$ cat config.mk
export PLATFORM = sky130hd
export DESIGN_NAME = serial_addsub
export DESIGN_NICKNAME = d
export VERILOG_FILES = /design/src/rtl/serial_addsub.sv
export SDC_FILE = /design/constraint.sdc
export NUM_CORES = 1
export LEC_CHECK = 0
export CAP_MARGIN = 15
export CORE_UTILIZATION = 51
export DETAILED_ROUTE_END_ITERATION = 7
export GPL_TIMING_DRIVEN = 0
export PLACE_DENSITY = 0.78
export SKIP_LAST_GASP = 1
export SLEW_MARGIN = 10
export SYNTH_ARGS = -nofsm -noshare
export SYNTH_HDL_FRONTEND = slang
export SYNTH_SLANG_ARGS = --single-unit
$ cat constraint.sdc
create_clock -name clk -period 2.05 [get_ports clk]
set_input_delay 0.615 -clock clk [delete_from_list [all_inputs] [get_ports clk]]
set_output_delay 0.615 -clock clk [all_outputs]
set_load 0.02 [all_outputs]
$ cat src/rtl/serial_addsub.sv
// Digit-serial adder/subtractor: DIGIT bits per clock with the carry kept in a flop,
// valid/ready handshakes on the operand and result sides.
module serial_addsub #(
  parameter int WIDTH = 8,
  parameter int DIGIT = 2
) (
  input  logic             clk,
  input  logic             rst_n,
  input  logic             in_valid,
  output logic             in_ready,
  input  logic             sub,
  input  logic             ci,
  input  logic [WIDTH-1:0] A,
  input  logic [WIDTH-1:0] B,
  output logic             out_valid,
  input  logic             out_ready,
  output logic [WIDTH-1:0] out,
  output logic             co,
  output logic             ovf,
  output logic             busy
);

  localparam int STEPS = WIDTH / DIGIT;
  localparam int CW    = $clog2(STEPS) + 1;
  localparam logic [CW-1:0] STEP_LAST = CW'(STEPS - 1);

  typedef enum logic [1:0] {IDLE, RUN, DONE} state_t;

  state_t           state_reg;
  logic [WIDTH-1:0] opa_reg;
  logic [WIDTH-1:0] opb_reg;
  logic             carry_reg;
  logic [CW-1:0]    step_reg;
  logic [WIDTH-1:0] out_reg;
  logic             co_reg;
  logic             ovf_reg;

  logic [DIGIT:0]   dsum;
  logic             msb_cin;
  logic [WIDTH-1:0] opa_shift;
  logic [WIDTH-1:0] opb_shift;
  logic [WIDTH-1:0] res_full;

  assign dsum = {1'b0, opa_reg[DIGIT-1:0]} + {1'b0, opb_reg[DIGIT-1:0]}
              + {{DIGIT{1'b0}}, carry_reg};
  // Carry into the digit MSB recovered from the sum bit instead of a second adder.
  assign msb_cin = dsum[DIGIT-1] ^ opa_reg[DIGIT-1] ^ opb_reg[DIGIT-1];

  if (DIGIT == WIDTH) begin : g_single
    assign opa_shift = '0;
    assign opb_shift = '0;
    assign res_full  = dsum[DIGIT-1:0];
  end else begin : g_multi
    // Only the upper WIDTH-DIGIT bits of partial result are ever read back.
    logic [WIDTH-DIGIT-1:0] res_reg;

    assign opa_shift = {{DIGIT{1'b0}}, opa_reg[WIDTH-1:DIGIT]};
    assign opb_shift = {{DIGIT{1'b0}}, opb_reg[WIDTH-1:DIGIT]};
    assign res_full  = {dsum[DIGIT-1:0], res_reg};

    always_ff @(posedge clk or negedge rst_n) begin
      if (!rst_n) begin
        res_reg <= '0;
      end else if (state_reg == RUN) begin
        res_reg <= res_full[WIDTH-1:DIGIT];
      end
    end
  end

  always_ff @(posedge clk or negedge rst_n) begin
    if (!rst_n) begin
      state_reg <= IDLE;
      opa_reg   <= '0;
      opb_reg   <= '0;
      carry_reg <= 1'b0;
      step_reg  <= '0;
      out_reg   <= '0;
      co_reg    <= 1'b0;
      ovf_reg   <= 1'b0;
    end else begin
      case (state_reg)
        IDLE: begin
          if (in_valid) begin
            opa_reg   <= A;
            opb_reg   <= sub ? ~B : B;
            carry_reg <= sub ? ~ci : ci;
            step_reg  <= '0;
            state_reg <= RUN;
          end
        end
        RUN: begin
          opa_reg   <= opa_shift;
          opb_reg   <= opb_shift;
          carry_reg <= dsum[DIGIT];
          step_reg  <= step_reg + CW'(1);
          if (step_reg == STEP_LAST) begin
            out_reg   <= res_full;
            co_reg    <= dsum[DIGIT];
            ovf_reg   <= msb_cin ^ dsum[DIGIT];
            state_reg <= DONE;
          end
        end
        DONE: begin
          if (out_ready) begin
            state_reg <= IDLE;
          end
        end
        default: state_reg <= IDLE;
      endcase
    end
  end

  assign in_ready  = (state_reg == IDLE);
  assign out_valid = (state_reg == DONE);
  assign busy      = (state_reg != IDLE);
  assign out       = out_reg;
  assign co        = co_reg;
  assign ovf       = ovf_reg;

endmodule

==> reports/summary.txt <==
run status = completed
GR Util met2 = 36.96%
Sw Pwr = 0.001273 W
YS warnings = 0
Cells after Synth = 184
Post-Syn Area = 0.001868 mm2
final setup skew = 0.004886 ns
first-pass GRT wire length = 6748 um
combinational share of power = 48.0%
commonest non-fill, non-tap cell in the layout = dfrtp_1
grt ovf = 0
sequential power share = 37.7%
die area = 0.003909 mm2
pre-CTS setup slack = -0.1944 ns
WL final = 3983 um
WL per Instance = 14.38 um
total power = 0.003298 W
Pre-antenna DRT Iters = 4
height of the die = 62.52 um
max-slew violations = 0
Synth-to-Final Area Change = 27.19%
Slew @ Worst Pin = 0.8344 ns
Clock transition at path regs = 0.11 ns
met3 Resource Use GR = 6.387%
P_int = 0.002026 W
Synth cell types = 22
GRT Total Usage = 22.17%
Clock Tree Root = clkbuf_4
Critical Path RT = 1.43 ns
# diodes = 0
drt drc = 0
Final Hold Slack = 0.3648 ns
routability cong. = 0.7719
CP cell instances = buf_4, nand2b_1, inv_1, clkdlybuf4s15_1
WP buf/inv = 3
I/O Pins = 35
sequential cell area = 953.4 um2
register area share after synthesis = 50.90%
number of hold buffers added after cts = 0
CTS tree = done
Clock power frac = 14.3%
setup TNS = 0 ns
Peak supply drop = 0.6321 mV
ys flop type = dfrtp_1
Synthesized Nets = 210
delay of the slowest critical-path stage = 0.45 ns
DRT antenna net count = 0
Slew headroom = 44.38%
Fill cells = 290
Die X = 62.52 um
layout cells sized above 1 = 14.29%
met1 usage = 27.19%
Vias = 1478
FP Rows = 21
synthesized area per cell = 10.15 um2
Max-cap violations = 0
Worst setup EP type = output port
area of the multi-input gates = 817.0 um2
worst-skew pair later-pin latency = 0.34 ns
initial core utilization = 54.69%
Setup violations, final = 0
most frequent cells in the layout = dfrtp_1 (36), clkdlybuf4s50_1 (29), o21ai_1 (26)
CP Max Fanout = 4
H-Tree Depth = 2
HPWL after DPL = 2871 um
CTS Buffer Depth = 2
CP arrival = 1.41 ns
vias in the first global route = 1445
gr busiest metal = met2
antenna violations before repair = 0
final hold violations = 0
Final min period = 2.026 ns
worst hold path type = input pin to async pin
Nets = 256
period utilisation layout = 98.84%
post-DR vias/cell = 5.336
total CTS buffers = 5
Core ar. = 0.003416 mm2
pwr dens = 1388 mW/mm2
non-filler instance count after layout = 277
Peak Freq = 493.5 MHz
# port buffers = 33
post-route setup slack = 0.02371 ns
Inst Count DP = 263
CTS sink count = 38
Setup CP Type = flip-flop to output port
largest net degree at the start of global routing = 39
Post-synth ARST share = 100.0%
RSZ-0062 raised after global routing = yes
Seq cells post-synth = 38
Startpoint Class = flip-flop
Leakage Power = 1.073 nW
Post-synth EDFFs = 0
Iter 0 DRT Violations = 60
switching part of the total = 38.58%
Crit-path slowest cell = dfrtp_2
family with the most delay on the worst path = buffers and inverters
## cell families (layout without fill, tap and decap cells)
logic type / Yosys count / in the layout / share of synthesized area, %
XOR/XNOR: 12 / 12 / 5.627
AND/OR/NAND/NOR: 43 / 43 / 11.65
buffers and inverters: 22 / 69 / 5.492
multiplexers: 7 / 7 / 4.152
adder cells (fa/ha/maj): 4 / 4 / 3.483
AO/OA/AOI/OAI: 58 / 58 / 18.69
flip-flops: 38 / 38 / 50.90
## cell type report
| type | count | area share [%] |
|---|---|---|
| inverter | 9 | 1.422 |
| multi-input combinational | 124 | 34.39 |
| timing repair buffer | 39 | 15.17 |
| sequential | 38 | 40.13 |
| buffer | 13 | 3.160 |
| clock buffer | 8 | 3.318 |
| tap | 46 | 2.422 |
## power by group through the flow
stage	sequential [W]	clock, W	combinational [W]
2_1_floorplan	0.00130	0	0.000944
3_3_place_gp	0.00124	0	0.00145
3_5_place_dp	0.00126	0	0.00151
4_1_cts	0.00125	0.000483	0.00151
5_1_grt	0.00128	0.000517	0.00175
6_report	0.00124	0.000473	0.00158
## worst paths after layout
check / start / endpoint / slack [ns] / cells after the start
max: state_reg[0] / out_valid / 0.02 / 4
min: rst_n / out[6] / 0.36 / 1
max reg2reg: opb_reg[0] / ovf / 0.10 / 6
min reg2reg: g_multi.res_reg[1] / g_multi.res_reg[1] / 0.47 / 2
max in group asynchronous: rst_n / state_reg[0] / 1.11 / 1
min in group clk: g_multi.res_reg[1] / g_multi.res_reg[1] / 0.47 / 2
## Yosys cell counts (3+ instances only)
master	count	area [um2]
o21ai_1	26	130.1
inv_1	9	33.78
a21oi_1	12	60.06
mux2_1	6	67.56
nor2b_1	14	87.58
nand2_1	24	90.09
xor2_1	9	78.83
a22oi_1	12	90.09
buf_2	10	50.05
a2bb2oi_1	6	52.55
dfrtp_1	38	950.9
xnor2_1	3	26.28
## what timing repair did
item | in CTS | in global routing
endpoints found under the setup margin | 3 | 2
resized for setup | 8 | 6
buffers inserted | 0 | 6
pin swaps | 0 | 0
## stage by stage
step	cell area (um2)	utilization [%]
6_report	2376	69.56
5_1_grt	2376	69.56
4_1_cts	2335	68.35
3_5_place_dp	2251	65.90
3_3_place_gp	2256	66.04
2_1_floorplan	1868	-
## per-layer routing
metal | vias up | part of all wire (%)
met4 | 0 | 1.5
met1 | 697 | 43
met3 | 8 | 5.2
met2 | 51 | 51
met5 | - | 0
li1 | 722 | -
## worst reg2reg max path: stages, from the launching register on
cell and delay [ns]:
dfrtp_1 0.40, inv_1 0.09, fa_1 0.40, fa_1 0.50, xnor2_1 0.24, xnor2_1 0.14, o21ai_1 0.07
No activity file was read; power rests on OpenSTA's default activity.
